$ cat src/rtl/clk_div_pkg.sv
// Shared constants and helpers for the multi-channel clock/tick divider.
package clk_div_pkg;

  localparam int MIN_DIV         = 2;
  localparam int DEFAULT_DIV_1HZ = 50_000_000;
  localparam int CNT_W_DEFAULT   = 26;
  localparam int HALF_W          = 64;

  function automatic logic [HALF_W-1:0] half_up(input logic [HALF_W-1:0] d);
    return (d + HALF_W'(1)) >> 1;
  endfunction

endpackage

$ cat src/rtl/clk_div_chan.sv
// One divider channel: modulo-D counter, shadowed divisor applied at period boundary, registered level/tick.
// Optional phase-align input sync_i exists only when CLKDIV_SYNC_EN is defined.
module clk_div_chan
  import clk_div_pkg::*;
#(
  parameter int CNT_W       = CNT_W_DEFAULT,
  parameter int DEFAULT_DIV = DEFAULT_DIV_1HZ
) (
  input  logic             clk_50mhz,
  input  logic             reset,
  input  logic             en_i,
`ifdef CLKDIV_SYNC_EN
  input  logic             sync_i,
`endif
  input  logic             we_i,
  input  logic [CNT_W-1:0] div_i,
  output logic             pend_o,
  output logic             clk_out_o,
  output logic             tick_o
);

  localparam logic [CNT_W-1:0] DIV_RST = CNT_W'(DEFAULT_DIV);
  localparam logic [CNT_W-1:0] DIV_MIN = CNT_W'(MIN_DIV);

  logic [CNT_W-1:0] count_q, count_d;
  logic [CNT_W-1:0] div_act_q, div_act_d;
  logic [CNT_W-1:0] div_shadow_q, div_shadow_d;
  logic             pend_q, pend_d;
  logic             clk_out_q, clk_out_d;
  logic             tick_q, tick_d;
  logic             wrap, restart, apply;

  always_comb begin
    wrap = (count_q == div_act_q - CNT_W'(1));
`ifdef CLKDIV_SYNC_EN
    restart = !en_i || sync_i;
`else
    restart = !en_i;
`endif
    // Every path that returns the counter to phase 0 is also a safe point to switch divisors.
    apply        = restart || wrap;
    count_d      = apply ? '0 : count_q + CNT_W'(1);
    div_act_d    = apply ? div_shadow_q : div_act_q;
    pend_d       = apply ? 1'b0 : pend_q;
    div_shadow_d = div_shadow_q;
    if (we_i) begin
      div_shadow_d = (div_i < DIV_MIN) ? DIV_MIN : div_i;
      pend_d       = 1'b1;
    end
    // Outputs describe the post-edge phase so they stay aligned with count_q.
    tick_d    = (count_d == div_act_d - CNT_W'(1));
    clk_out_d = (HALF_W'(count_d) >= half_up(HALF_W'(div_act_d)));
  end

  always_ff @(posedge clk_50mhz or posedge reset) begin
    if (reset) begin
      count_q      <= '0;
      div_act_q    <= DIV_RST;
      div_shadow_q <= DIV_RST;
      pend_q       <= 1'b0;
      clk_out_q    <= 1'b0;
      tick_q       <= 1'b0;
    end else begin
      count_q      <= count_d;
      div_act_q    <= div_act_d;
      div_shadow_q <= div_shadow_d;
      pend_q       <= pend_d;
      clk_out_q    <= clk_out_d;
      tick_q       <= tick_d;
    end
  end

  assign pend_o    = pend_q;
  assign clk_out_o = clk_out_q;
  assign tick_o    = tick_q;

endmodule

$ cat src/rtl/clk_div_multi.sv
// Multi-channel programmable clock/tick generator; single config port fans out to NUM_CH channels.
// Define CLKDIV_SYNC_EN to add the sync phase-align input.
module clk_div_multi
  import clk_div_pkg::*;
#(
  parameter int  NUM_CH      = 4,
  parameter int  CNT_W       = CNT_W_DEFAULT,
  parameter int  DEFAULT_DIV = DEFAULT_DIV_1HZ,
  localparam int CH_W        = (NUM_CH > 1) ? $clog2(NUM_CH) : 1
) (
  input  logic              clk_50mhz,
  input  logic              reset,
  input  logic [NUM_CH-1:0] en,
  input  logic              cfg_we,
  input  logic [CH_W-1:0]   cfg_ch,
  input  logic [CNT_W-1:0]  cfg_div,
`ifdef CLKDIV_SYNC_EN
  input  logic              sync,
`endif
  output logic [NUM_CH-1:0] pend,
  output logic [NUM_CH-1:0] clk_out,
  output logic [NUM_CH-1:0] tick
);

  // Out-of-range channel numbers are dropped rather than aliased onto a real channel.
  logic cfg_ok;
  assign cfg_ok = cfg_we && (32'(cfg_ch) < NUM_CH);

  for (genvar i = 0; i < NUM_CH; i++) begin : g_ch
    logic we_ch;
    assign we_ch = cfg_ok && (cfg_ch == CH_W'(i));

    clk_div_chan #(
      .CNT_W       (CNT_W),
      .DEFAULT_DIV (DEFAULT_DIV)
    ) u_chan (
      .clk_50mhz (clk_50mhz),
      .reset     (reset),
      .en_i      (en[i]),
`ifdef CLKDIV_SYNC_EN
      .sync_i    (sync),
`endif
      .we_i      (we_ch),
      .div_i     (cfg_div),
      .pend_o    (pend[i]),
      .clk_out_o (clk_out[i]),
      .tick_o    (tick[i])
    );
  end

endmodule

$ cat config.mk
export PLATFORM = sky130hd
export DESIGN_NAME = clk_div_multi
export DESIGN_NICKNAME = d
export VERILOG_FILES = /design/src/rtl/clk_div_pkg.sv /design/src/rtl/clk_div_chan.sv /design/src/rtl/clk_div_multi.sv
export SDC_FILE = /design/constraint.sdc
export NUM_CORES = 1
export LEC_CHECK = 0
export ABC_AREA = 1
export BUFFER_PORTS_ARGS = -buffer_cell sky130_fd_sc_hd__buf_2
export CORE_MARGIN = 2
export CORE_UTILIZATION = 54
export DETAILED_ROUTE_END_ITERATION = 8
export PLACE_DENSITY = 0.81
export SETUP_SLACK_MARGIN = 0.15
export SLEW_MARGIN = 20
export SYNTH_ARGS = -nofsm -noshare
export SYNTH_HDL_FRONTEND = slang
export SYNTH_SLANG_ARGS = --single-unit
$ cat constraint.sdc
create_clock -name clk_50mhz -period 24.9 [get_ports clk_50mhz]
set_input_delay 1.245 -clock clk_50mhz [delete_from_list [all_inputs] [get_ports clk_50mhz]]
set_output_delay 1.245 -clock clk_50mhz [all_outputs]
set_load 0.005 [all_outputs]
==> summary.md <==
| Metric | Value |
|---|---|
| Setup Crit Path Kind | `reg -> reg` |
| Top-count cell post-synth | `nand2_1` |
| Worst EP required | `25.40 ns` |
| Vias per cell | `5.53` |
| CTS Buf Count | `38` |
| First-pass iteration count of the detailed router | `7` |
| RSZ-0062 raised after global routing | `false` |
| Dpl cells | `5,076` |
| Initial antenna violation count | `1` |
| PortBufs | `46` |
| End of the critical path | `g_ch[1].u_chan.clk_out_o` |
| Cell count after synthesis | `4,425` |
| Fin Setup TNS | `0 ns` |
| Post-Layout Inst Area | `0.0305 mm^2` |
| P&R area growth vs syn | `6.67%` |
| Peak Freq | `0.157 GHz` |
| XOR/XNOR Fraction of Synth Area | `8.58%` |
| Post-CTS Setup Bufs | `0` |
| Max-cap violations | `0` |
| Area contributors post-synth | `dfrtp_1 (20%), nand2_1 (18%), dfstp_2 (8.8%)` |
| Core Area | `0.0524 mm^2` |
| CTS tree | `done` |
| Routed WL per cell | `17.2 um` |
| R2R depth | `31` |
| TritonCTS Sinks | `324` |
| Post-synthesis adder-cell area fraction | `5.26%` |
| Slew margin rel. | `33.9%` |
| FP Rows | `84` |
| Initial Util | `54.4%` |
| Clock Skew | `0.0154 ns` |
| VDD IR max | `0.0424 mV` |
| Die area | `0.0547 mm^2` |
| Final core utilization | `58.1%` |
| Worst reg2reg setup slack | `18.53 ns` |
| Critical Path AT | `6.87 ns` |
| Vias | `28,500` |
| Final Wtd Congestion | `1.01` |
| Outcome | `completed` |
| Crit Path Max Fanout | `53` |
| Largest net degree at the start of global routing | `134` |
| Filler instances | `5,074` |
| Hold buffers post-CTS | `0` |
| Maximum clock insertion buffer count | `3` |
| Layout cells sized above 1 | `9.60%` |
| Fin crit period | `6.37 ns` |
| # IOs | `47` |
| Slew Limit Fails | `0` |
| Seq/Total Area, Yosys | `28.8%` |
| First-pass GRT wire length | `140 mm` |
| Worst slack at placement | `18.57 ns` |
| Nets | `4,583` |
| Global route overflow | `0` |
| Vias in the first global route | `26,500` |
| Top cell type's share of synthesized area | `20.0%` |
| Leakage power | `15.1 nW` |
| Die W | `234 um` |
| Setup crit start kind | `register` |
| Mux cell area share after synthesis | `0%` |
| CP dominant cell by count | `nand2_1` |
| Antenna diode instance count | `0` |
| Final HPWL DP | `70.2 mm` |
| Setup-failing EPs final | `0` |
| Crit end category | `register` |
| Pwr dens | `59.9 mW/mm^2` |
| Synth Register Bits | `324` |
| CP peak stage delay | `0.71 ns` |
| Measured slew at the worst slew-check pin | `0.991 ns` |
| Main combinational cell family by area after synthesis | `simple AND/OR/NAND/NOR gates` |
| Resize count post-CTS | `0` |
| Compound-Gate Fraction of Synth Area | `6.03%` |
| Dpl cell area | `0.0292 mm^2` |
| DRC Markers | `0` |
| Routed Antenna Nets | `0` |
| Crit-path slowest cell | `nand2_4` |
| Hold Startpoint | `g_ch[0].u_chan.div_shadow_q[17]` |
| Chip height | `234 um` |
| Yosys top cell by area | `dfrtp_1` |
| HP Class | `reg -> reg` |
| Synth Area in Simple Gates | `41.4%` |
| Worst-path clk slew | `0.07 ns` |
| Final cell count without fillers | `5,145` |
| Syn nets | `4,580` |
| Worst Setup SP | `g_ch[1].u_chan.div_act_q[0]` |
| Post-Route WL | `88.7 mm` |
| Average size of a mapped cell | `6.45 um^2` |
| Final worst path period share | `25.6%` |
| Initial DRC count | `3,120` |
| Fin Hold WS | `0.466 ns` |
| Clock Latency Late Sink | `0.57 ns` |
| Synth warn | `0` |
| RR Endpoint | `g_ch[1].u_chan.clk_out_o` |
| Clk root buf | `clkbuf_16` |
| EDFF count, synth | `0` |
| Top cells by count, synth | `nand2_1 (1,344), inv_1 (582), nor2_1 (547)` |
| Predominant post-synthesis flop cell | `dfrtp_1` |
| Fin. Hold Viols | `0` |
| Setup WS post-layout | `18.53 ns` |
| H-Tree Depth | `2` |
| Synth Cell Area | `0.0286 mm^2` |
| Gr usage total | `32.6%` |
| Worst R2R Start | `g_ch[1].u_chan.div_act_q[0]` |
| Synth cell types | `58` |
| Total power | `1.83 mW` |
| Async SR Flop Fraction | `100%` |
## registers in the layout, indices dropped and copies added, names as in the netlist
register,cells
g_ch.u_chan.pend_o,4
g_ch.u_chan.div_act_q,104
g_ch.u_chan.count_q,104
g_ch.u_chan.tick_o,4
g_ch.u_chan.div_shadow_q,104
g_ch.u_chan.clk_out_o,4
## per-layer routing
layer	part of all wire [%]	global-route usage, %	routed length (um)
met2	42	50.2	37600
met4	4.2	12.7	3720
met1	44	46.2	39000
met3	9.4	4.66	8370
met5	0.014	0	12
## cell families after synthesis
family                   Yosys count
flip-flops                       324
buffers and inverters            697
adder cells (fa/ha/maj)          120
XOR/XNOR                         275
AND/OR/NAND/NOR                 2697
AO/OA/AOI/OAI                    312
## critical path, delay by kind of cell (launching register included)
family / cells / cell delay (ns)
and+or+nand+nor: 24 / 4.35
adders and majority gates: 3 / 0.81
DFF: 1 / 0.39
AOI/OAI and AO/OA: 1 / 0.35
buffers and inverters: 2 / 0.19
xor gates and xnor gates: 1 / 0.14
## worst min-delay path by stage
stage,depth (start not counted),slack (ns),to
after global placement,2,0.45,g_ch[0].u_chan.div_act_q[8]
after CTS,2,0.47,g_ch[0].u_chan.div_shadow_q[17]
after floorplan,2,0.44,g_ch[0].u_chan.div_act_q[8]
after global routing,2,0.49,g_ch[0].u_chan.div_shadow_q[19]
after detailed placement,2,0.46,g_ch[2].u_chan.pend_o
final,2,0.47,g_ch[0].u_chan.div_shadow_q[17]
## placed cells by master (no fill, tap or decap), types with 62 or more instances in the layout
master	n
nand2_1	1344
inv_1	581
nor2_1	547
nand3_1	413
dfrtp_1	228
xor2_1	200
o21ai_0	177
ha_1	120
dfstp_2	96
nand4_1	78
xnor2_1	72
nor2_2	65
nand2_2	62
## final cells by class
class	count	area (um^2)	area share [%]
multi-input combinational	3404	17500	57.5
sequential	324	8230	27.0
inverter	602	2270	7.44
clock buffer	52	1090	3.59
tap	688	861	2.83
timing repair buffer	58	320	1.05
clock inverter	17	176	0.579
## power breakdown
| part | internal (mW) | total (mW) | switching (mW) |
|---|---|---|---|
| combinational | 0.176 | 0.580 | 0.404 |
| sequential | 0.603 | 0.660 | 0.0568 |
| clock | 0.341 | 0.585 | 0.245 |
| total | 1.12 | 1.83 | 0.706 |
No activity file was read; power rests on OpenSTA's default activity.
